==> src/rtl/byte_ram_store_serializer_if.sv <==
`default_nettype none
// ============================================================================
//  Module      : byte_ram_store_serializer_if
//  Description : Store-request handshake plus byte-wide RAM write port
//                bundled for the byte RAM store serializer.
//  Revision    : 1.0 - initial release
// ============================================================================
interface byte_ram_store_serializer_if #(
  parameter int ADDR_W = 8
);
  logic              req_valid;
  logic              req_ready;
  logic [ADDR_W-1:0] req_addr;
  logic [31:0]       req_data;
  logic [1:0]        req_size;
  logic              ram_we;
  logic [ADDR_W-1:0] ram_addr;
  logic [7:0]        ram_din;
  logic              done;
  logic              err;

  // Requester side (MEM stage / preload logic); it also observes the RAM strobes.
  modport master (
    output req_valid, req_addr, req_data, req_size,
    input  req_ready, ram_we, ram_addr, ram_din, done, err
  );

  // Serializer side.
  modport slave (
    input  req_valid, req_addr, req_data, req_size,
    output req_ready, ram_we, ram_addr, ram_din, done, err
  );
endinterface
`default_nettype wire

==> src/rtl/byte_ram_store_serializer.sv <==
`default_nettype none
// ============================================================================
//  Module      : byte_ram_store_serializer
//  Description : Accepts one byte/halfword/word store and replays it as N
//                consecutive single-byte writes to a byte-wide RAM port.
//  Revision    : 1.0 - initial release
// ============================================================================
module byte_ram_store_serializer #(
  parameter int ADDR_W     = 8,
  parameter bit BIG_ENDIAN = 1'b1
) (
  input  logic                         clk,
  input  logic                         rst_n,
  byte_ram_store_serializer_if.slave   bus_io
);

  typedef enum logic [1:0] {
    S_IDLE  = 2'd0,
    S_WRITE = 2'd1,
    S_DONE  = 2'd2,
    S_ERR   = 2'd3
  } state_t;

  state_t            state_q;
  logic [ADDR_W-1:0] addr_q;
  logic [31:0]       data_q;
  logic [2:0]        n_q;       // bytes in the accepted store (1/2/4)
  logic [1:0]        k_q;       // index of the byte currently on the RAM port
  logic              req_ready_q;
  logic              ram_we_q;
  logic [ADDR_W-1:0] ram_addr_q;
  logic [7:0]        ram_din_q;
  logic              done_q;
  logic              err_q;

  logic [2:0]        acc_n_d;
  logic              acc_bad_d;
  logic [1:0]        k_d;
  logic [7:0]        first_byte_d;
  logic [7:0]        next_byte_d;
  logic              last_d;

  // Pick byte k of an n-byte store; big-endian sends the most significant byte first.
  function automatic logic [7:0] sel_byte(input logic [31:0] d,
                                          input logic [2:0]  n,
                                          input logic [1:0]  k);
    logic [2:0] t;
    logic [1:0] idx;
    t   = n - 3'd1 - {1'b0, k};
    idx = (BIG_ENDIAN) ? t[1:0] : k;
    return d[{idx, 3'b000} +: 8];
  endfunction

  // Decode the incoming request and precompute the next byte to drive.
  always_comb begin
    acc_n_d   = 3'd0;
    acc_bad_d = 1'b0;
    case (bus_io.req_size)
      2'b00: acc_n_d = 3'd1;
      2'b01: begin
        acc_n_d   = 3'd2;
        acc_bad_d = bus_io.req_addr[0];
      end
      2'b10: begin
        acc_n_d   = 3'd4;
        acc_bad_d = (bus_io.req_addr[1:0] != 2'b00);
      end
      default: acc_bad_d = 1'b1;
    endcase
    k_d          = k_q + 2'd1;
    last_d       = ({1'b0, k_q} == (n_q - 3'd1));
    first_byte_d = sel_byte(bus_io.req_data, acc_n_d, 2'd0);
    next_byte_d  = sel_byte(data_q, n_q, k_d);
  end

  // Control FSM with registered handshake and RAM-port outputs.
  always_ff @(posedge clk or negedge rst_n) begin
    if (!rst_n) begin
      state_q     <= S_IDLE;
      addr_q      <= '0;
      data_q      <= '0;
      n_q         <= '0;
      k_q         <= '0;
      req_ready_q <= 1'b1;
      ram_we_q    <= 1'b0;
      ram_addr_q  <= '0;
      ram_din_q   <= '0;
      done_q      <= 1'b0;
      err_q       <= 1'b0;
    end else begin
      case (state_q)
        S_IDLE: begin
          done_q <= 1'b0;
          err_q  <= 1'b0;
          if (bus_io.req_valid && req_ready_q) begin
            addr_q      <= bus_io.req_addr;
            data_q      <= bus_io.req_data;
            n_q         <= acc_n_d;
            k_q         <= 2'd0;
            req_ready_q <= 1'b0;
            if (acc_bad_d) begin
              state_q <= S_ERR;
              err_q   <= 1'b1;
            end else begin
              // First byte goes out in the cycle right after acceptance.
              state_q    <= S_WRITE;
              ram_we_q   <= 1'b1;
              ram_addr_q <= bus_io.req_addr;
              ram_din_q  <= first_byte_d;
            end
          end
        end
        S_WRITE: begin
          if (last_d) begin
            state_q  <= S_DONE;
            ram_we_q <= 1'b0;
            done_q   <= 1'b1;
          end else begin
            k_q        <= k_d;
            ram_addr_q <= addr_q + ADDR_W'(k_d);
            ram_din_q  <= next_byte_d;
          end
        end
        S_DONE: begin
          done_q      <= 1'b0;
          req_ready_q <= 1'b1;
          state_q     <= S_IDLE;
        end
        S_ERR: begin
          err_q       <= 1'b0;
          req_ready_q <= 1'b1;
          state_q     <= S_IDLE;
        end
        default: begin
          state_q     <= S_IDLE;
          ram_we_q    <= 1'b0;
          req_ready_q <= 1'b1;
        end
      endcase
    end
  end

  assign bus_io.req_ready = req_ready_q;
  assign bus_io.ram_we    = ram_we_q;
  assign bus_io.ram_addr  = ram_addr_q;
  assign bus_io.ram_din   = ram_din_q;
  assign bus_io.done      = done_q;
  assign bus_io.err       = err_q;

endmodule
`default_nettype wire

==> src/flat_wrapper.sv <==
// flat-port wrapper written by rule: the top's interface ports become plain ports
module byte_ram_store_serializer_flat 
#(
  parameter int ADDR_W     = 8,
  parameter bit BIG_ENDIAN = 1'b1
)
  (clk, rst_n, bus_io_req_valid, bus_io_req_addr, bus_io_req_data, bus_io_req_size, bus_io_req_ready, bus_io_ram_we, bus_io_ram_addr, bus_io_ram_din, bus_io_done, bus_io_err);
  byte_ram_store_serializer_if #(.ADDR_W(ADDR_W)) bus_io_i ();
  input  logic clk;
  input  logic rst_n;
  input wire logic [$bits(bus_io_i.req_valid)-1:0] bus_io_req_valid;
  input wire logic [$bits(bus_io_i.req_addr)-1:0] bus_io_req_addr;
  input wire logic [$bits(bus_io_i.req_data)-1:0] bus_io_req_data;
  input wire logic [$bits(bus_io_i.req_size)-1:0] bus_io_req_size;
  output wire logic [$bits(bus_io_i.req_ready)-1:0] bus_io_req_ready;
  output wire logic [$bits(bus_io_i.ram_we)-1:0] bus_io_ram_we;
  output wire logic [$bits(bus_io_i.ram_addr)-1:0] bus_io_ram_addr;
  output wire logic [$bits(bus_io_i.ram_din)-1:0] bus_io_ram_din;
  output wire logic [$bits(bus_io_i.done)-1:0] bus_io_done;
  output wire logic [$bits(bus_io_i.err)-1:0] bus_io_err;
  assign bus_io_i.req_valid = bus_io_req_valid;
  assign bus_io_i.req_addr = bus_io_req_addr;
  assign bus_io_i.req_data = bus_io_req_data;
  assign bus_io_i.req_size = bus_io_req_size;
  assign bus_io_req_ready = bus_io_i.req_ready;
  assign bus_io_ram_we = bus_io_i.ram_we;
  assign bus_io_ram_addr = bus_io_i.ram_addr;
  assign bus_io_ram_din = bus_io_i.ram_din;
  assign bus_io_done = bus_io_i.done;
  assign bus_io_err = bus_io_i.err;
  byte_ram_store_serializer #(.ADDR_W(ADDR_W), .BIG_ENDIAN(BIG_ENDIAN)) u_core (.clk(clk), .rst_n(rst_n), .bus_io(bus_io_i));
endmodule
==> config.mk <==
export PLATFORM = sky130hd
export DESIGN_NAME = byte_ram_store_serializer_flat
export DESIGN_NICKNAME = d
export VERILOG_FILES = /design/src/rtl/byte_ram_store_serializer_if.sv /design/src/rtl/byte_ram_store_serializer.sv /design/src/flat_wrapper.sv
export SDC_FILE = /design/constraint.sdc
export NUM_CORES = 1
export LEC_CHECK = 0
export CAP_MARGIN = 20
export CORE_UTILIZATION = 56
export DETAILED_ROUTE_END_ITERATION = 10
export GPL_ROUTABILITY_DRIVEN = 0
export GPL_TIMING_DRIVEN = 0
export PLACE_DENSITY = 0.85
export SETUP_SLACK_MARGIN = 0.3
export SLEW_MARGIN = 20
export SYNTH_ARGS = -nofsm -noshare
export SYNTH_HDL_FRONTEND = slang
export SYNTH_SLANG_ARGS = --single-unit
==> constraint.sdc <==
create_clock -name clk -period 3.65 [get_ports clk]
set_input_delay 0.73 -clock clk [delete_from_list [all_inputs] [get_ports clk]]
set_output_delay 0.73 -clock clk [all_outputs]
set_load 0.01 [all_outputs]
# ---- Word level (Yosys, flattened, before mapping)
# Cells that the tools add are included.
# W data, S select, Z words.
dict set report totals {
  ff_bits 67
  inputBits 45
  elab_cells 73
}
dict set report classes {
  n_addsub 5
  eq_ne 10
  shifts 2
  mux 28
  n_reduce_logical 17
}
# op count
set ops {}
lappend ops {{$shiftx A32 B6 Y8} 2}
lappend ops {{$mux W8} 6}
lappend ops {{$pmux W8 S2} 2}
lappend ops {{$mux W2} 5}
lappend ops {{$reduce_bool A2 Y1} 5}
lappend ops {{$pmux W3 S3} 1}
lappend ops {{$add A8 B2 Y8} 1}
lappend ops {{$pmux W1 S2} 4}
lappend ops {{$reduce_and A2 Y1} 4}
lappend ops {{$reduce_and A4 Y1} 2}
lappend ops {{$mux W1} 7}
lappend ops {{$eq A2 B2 Y1 const B} 3}
lappend ops {{$pmux W2 S3} 1}
lappend ops {{$eq A2 B1 Y1 const B} 2}
lappend ops {{$logic_not A2 Y1} 2}
lappend ops {{$ne A2 B1 Y1 const B} 2}
lappend ops {{$ne A2 B2 Y1 const B} 2}
lappend ops {{$pmux W2 S2} 1}
lappend ops {{$reduce_or A2 Y1} 2}
lappend ops {{$eq A2 B3 Y1} 1}
lappend ops {{$pmux W1 S3} 1}
lappend ops {{$reduce_and A3 Y1} 1}
lappend ops {{$sub A3 B1 Y3 const B} 1}
lappend ops {{$add A2 B1 Y2 const B} 1}
lappend ops {{3 further kinds} 3}

# ---- Longest topological paths before layout
dict set report logic_depth {
  word_depth 7
  depth_mapped 10
  depth_no_buf 8
}

# ---- Worst setup path after synthesis
# OpenSTA, ideal clock, no wires.
dict set report synth_path {
  path_kind {register to register}
  from {register u_core.k_q[0]}
  to {register u_core.ram_addr_q[1] (netlist: u_core.bus_io.ram_addr[1])}
  setup_ns 0.125
  arrival_time_ns 2.302
  t_required_ns 3.525
  path_slack_ns 1.222
  stages_incl_launch_ff 11
  path_cell_list {dfrtp_1 buf_2 inv_1 ha_1 buf_2 or3_1 buf_6 mux2i_4 nor2_4 buf_6 mux2_4}
}
dict set report synth_between {
  elab_chain_len 4
}
# item line_no
set synth_rtl {}
lappend synth_rtl {{start: declaration} byte_ram_store_serializer.sv:28} ;# logic [1:0] k_q;
lappend synth_rtl {{start signal: assignment} byte_ram_store_serializer.sv:119} ;# k_q <= k_d;
lappend synth_rtl {{$add A2 B1 Y2} byte_ram_store_serializer.sv:70} ;# k_d = k_q + 2'd1;
lappend synth_rtl {{$add A8 B2 Y8} byte_ram_store_serializer.sv:120} ;# ram_addr_q <= addr_q + ADDR_W'(k_d);
lappend synth_rtl {{$mux W8} byte_ram_store_serializer.sv:114} ;# if (last_d) begin
lappend synth_rtl {{$pmux W8 S2} byte_ram_store_serializer.sv:91} ;# case (state_q)
lappend synth_rtl {{end signal: assignment} byte_ram_store_serializer.sv:108} ;# ram_addr_q <= bus_io.req_addr;
lappend synth_rtl {{end signal: assignment} byte_ram_store_serializer.sv:120}
lappend synth_rtl {{end: declaration} byte_ram_store_serializer.sv:31} ;# logic [ADDR_W-1:0] ram_addr_q;
# Several ways; a longest one is shown, not always the timed one. The select of a mux whose other input is x is not followed.
# A chain may end at the register's enable or synchronous reset.

# ---- Worst setup path after layout
dict set report layout_path {
  from {register u_core.k_q[0]}
  to {register u_core.ram_addr_q[2] (netlist: u_core.bus_io.ram_addr[2])}
}
# Same word-level chain as after synthesis.

==> impl_metrics.env <==
export IMPL_synth_seq_cells=67
export IMPL_yosysUniqueCellTypes=38
export IMPL_fin_nets=414
export IMPL_layoutNonFillerInstCount=440
export IMPL_setup_tns_final_ps=0
export IMPL_seq_area_frac_synth_pct=48.4
export IMPL_num_vias=2597
export IMPL_critical_path_arrival_ps=3030
export IMPL_worstMarginPinSlew_ps=1110
export IMPL_via_per_inst=5.90
export IMPL_drt_iter0_drc=206
export IMPL_syn_area_um2=3470
export IMPL_hpwl_um=5650
export IMPL_finalHoldViolCount=0
export IMPL_ioPinCount=65
export IMPL_setup_viol=0
export IMPL_htreeDepth=3
export IMPL_synthCells=284
export IMPL_r2r_slack_ps=860
export IMPL_final_cell_mix="dfrtp_1 (66), clkdlybuf4s50_1 (63), mux2_2 (56)"
export IMPL_yosysTopAreaCell="dfrtp_1"
export IMPL_die_w_um=80.7
export IMPL_critPathLaunchType="register"
export IMPL_clk_pin_slew_ps=80
export IMPL_ys_top_cells_by_area="dfrtp_1 (48%), mux2_2 (18%), mux4_2 (5.2%)"
export IMPL_grtUsageTotal_pct=28.5
export IMPL_worst_hold_path_type="primary input to async pin"
export IMPL_max_cap_violations=0
export IMPL_syn_avg_cell_area_um2=12.2
export IMPL_synth_fp_nets=338
export IMPL_ant_nets=0
export IMPL_met1Wirelength_um=3560
export IMPL_critPathKind="register to register"
export IMPL_cts_hold_buffers=0
export IMPL_grt_start_max_net_pins=47
export IMPL_cp_max_fo=10
export IMPL_critPathCaptureType="register"
export IMPL_drv_slew=0
export IMPL_clock_latency_ps=360
export IMPL_ir_worst_vdd_v=0.000502
export IMPL_drive_gt1_share_pct=24.7
export IMPL_dp_slack_ps=646
export IMPL_portBuffers=64
export IMPL_fmax_mhz=359
export IMPL_worst_clock_skew_ps=6.54
export IMPL_grt_overflow=0
export IMPL_p_leak_nw=1.84
export IMPL_dp_cells=424
export IMPL_relSlewSlack_pct=25.7
export IMPL_synth_top_area_share_pct=47.6
export IMPL_wl_um=8300
export IMPL_postCtsSetupBuffers=0
export IMPL_power_frac_comb_pct=47.3
export IMPL_pwr_share_seq_pct=36.0
export IMPL_core_area_um2=5960
export IMPL_cts_max_path_buffers=2
export IMPL_root_buffer="clkbuf_8"
export IMPL_p_per_area_nw_per_um2=847
export IMPL_status="finished, final reports clean"
export IMPL_cts_made_buffers=9
export IMPL_cp_required_ps=3890
export IMPL_clock_power_share_pct=16.8
export IMPL_die_h_um=80.7
export IMPL_avgRoutedWirePerCell_um=18.9
export IMPL_drc_errors=0
export IMPL_netSwitchingFraction_pct=35.1
export IMPL_post_route_min_period_ps=2790
export IMPL_p_int_mw=2.43
export IMPL_antenna_found_initial=0
export IMPL_setup_slack_ps=864
export IMPL_num_rows=28
export IMPL_diodes=0
export IMPL_rsz0062_at_grt="false"
export IMPL_nFillCells=429
export IMPL_mostFrequentLayoutCell="dfrtp_1"
export IMPL_yosysWarnings=0
export IMPL_switchingPower_mw=1.32
export IMPL_grt_pass1_vias=2696
export IMPL_cts_tree="yes"
export IMPL_cts_repair_resized=0
export IMPL_finalCritPeriodShare_pct=76.3
export IMPL_initial_core_util_pct=58.3
export IMPL_total_power_mw=3.75
export IMPL_grt_pass1_wl_um=13200
export IMPL_fin_util_pct=74.3
export IMPL_wl_met2_um=4170
export IMPL_top_layer="met4"
export IMPL_cts_sinks=67
export IMPL_wl_met3_um=373
export IMPL_r2r_cells=10
export IMPL_area_delta_synth_final_pct=27.5
export IMPL_first_pass_iters=4
export IMPL_r2r_end="u_core.bus_io.ram_addr[2]"
export IMPL_dieArea_um2=6510
export IMPL_rr_startpoint="u_core.k_q[0]"
cell families (layout without fill, tap and decap cells):
group | count (synthesis) | count (layout) | synth area share, %
AO/OA/AOI/OAI | 37 | 37 | 6.85
XOR/XNOR | 11 | 11 | 2.78
adder cells (fa/ha/maj) | 9 | 9 | 3.46
buffers and inverters | 22 | 103 | 2.89
flip-flops | 67 | 67 | 48.4
multiplexers | 76 | 76 | 27.5
AND/OR/NAND/NOR | 62 | 62 | 8.19
cells in the mapped netlist:
| library cell | number |
|---|---|
| nor3_1 | 12 |
| mux2i_1 | 9 |
| a2bb2oi_1 | 8 |
| and3_1 | 1 |
| mux2i_4 | 1 |
| fa_1 | 1 |
| nand2b_1 | 1 |
| a31oi_1 | 1 |
| o41ai_1 | 1 |
| xor2_1 | 3 |
| clkbuf_1 | 10 |
| o31ai_1 | 1 |
| inv_1 | 6 |
| a21oi_1 | 13 |
| o21a_1 | 1 |
| a311o_1 | 1 |
| nand3b_1 | 2 |
| nand4_1 | 1 |
| nor2_1 | 19 |
| xnor2_1 | 8 |
| nand3_1 | 5 |
| nor2b_1 | 1 |
| buf_2 | 2 |
| ha_1 | 8 |
| mux2_4 | 2 |
| mux4_2 | 8 |
| buf_1 | 2 |
| dfrtp_1 | 66 |
| o2bb2ai_1 | 1 |
| nand2_1 | 17 |
| nor2_4 | 1 |
| or3_1 | 2 |
| mux2_2 | 56 |
| a21o_1 | 1 |
| o21ai_0 | 8 |
| buf_6 | 2 |
| dfstp_2 | 1 |
| o22ai_1 | 1 |
critical path, stage by stage, from the launching register on:
cell	delay [ps]
dfrtp_1	320
buf_2	170
inv_1	110
ha_1	300
buf_2	240
or3_1	410
buf_6	150
mux2i_4	360
nor2_4	140
buf_6	180
mux2_4	300
per-layer routing:
metal / track usage, % / vias to the layer above
met5: 0 / -
met4: 14.5 / 0
met3: 5.34 / 17
met2: 47.0 / 77
met1: 35.8 / 1326
li1: - / 1177
registers in the layout, summed over array words and instances, names as in the netlist:
signal / flops
u_core.addr_q: 8
u_core.bus_io.done: 1
u_core.bus_io.err: 1
u_core.bus_io.ram_addr: 8
u_core.bus_io.ram_din: 8
u_core.bus_io.ram_we: 1
u_core.bus_io.req_ready: 1
u_core.data_q: 32
u_core.k_q: 2
u_core.n_q: 3
u_core.state_q: 2
worst max path at each step:
stage	start	endpoint	slack [ps]	cells after the start
floorplan	u_core.k_q[0]	u_core.bus_io.ram_addr[1]	1220	10
finish	u_core.k_q[0]	u_core.bus_io.ram_addr[2]	860	10
global placement	rst_n	u_core.data_q[17]	-370	1
detailed placement	bus_io_req_valid	u_core.bus_io.ram_addr[2]	650	7
global route	u_core.k_q[0]	u_core.bus_io.ram_addr[2]	750	10
CTS	u_core.k_q[0]	u_core.bus_io.ram_addr[2]	850	10
power by group through the flow:
stage / clock, mW / sequential [mW] / combinational [mW]
floorplan: 0 / 1.33 / 1.17
global placement: 0 / 1.32 / 1.70
detailed placement: 0 / 1.35 / 1.76
CTS: 0.629 / 1.34 / 1.77
global route: 0.665 / 1.38 / 1.92
finish: 0.629 / 1.35 / 1.77
metrics by stage:
stage / hold WS (ps) / area, um^2
2_1_floorplan: 434 / 3470
3_3_place_gp: 467 / 4200
3_5_place_dp: 479 / 4230
4_1_cts: 266 / 4420
5_1_grt: 282 / 4420
6_report: 263 / 4420
cell type report:
class	count	area, um^2	area share [%]
multi-input combinational	195	1690	38.2
sequential	67	1680	37.9
timing repair buffer	65	666	15.0
clock buffer	11	141	3.20
tap	75	93.8	2.12
buffer	16	77.6	1.75
clock inverter	5	52.6	1.19
inverter	6	22.5	0.509
Power figures use the tool's default switching activity.
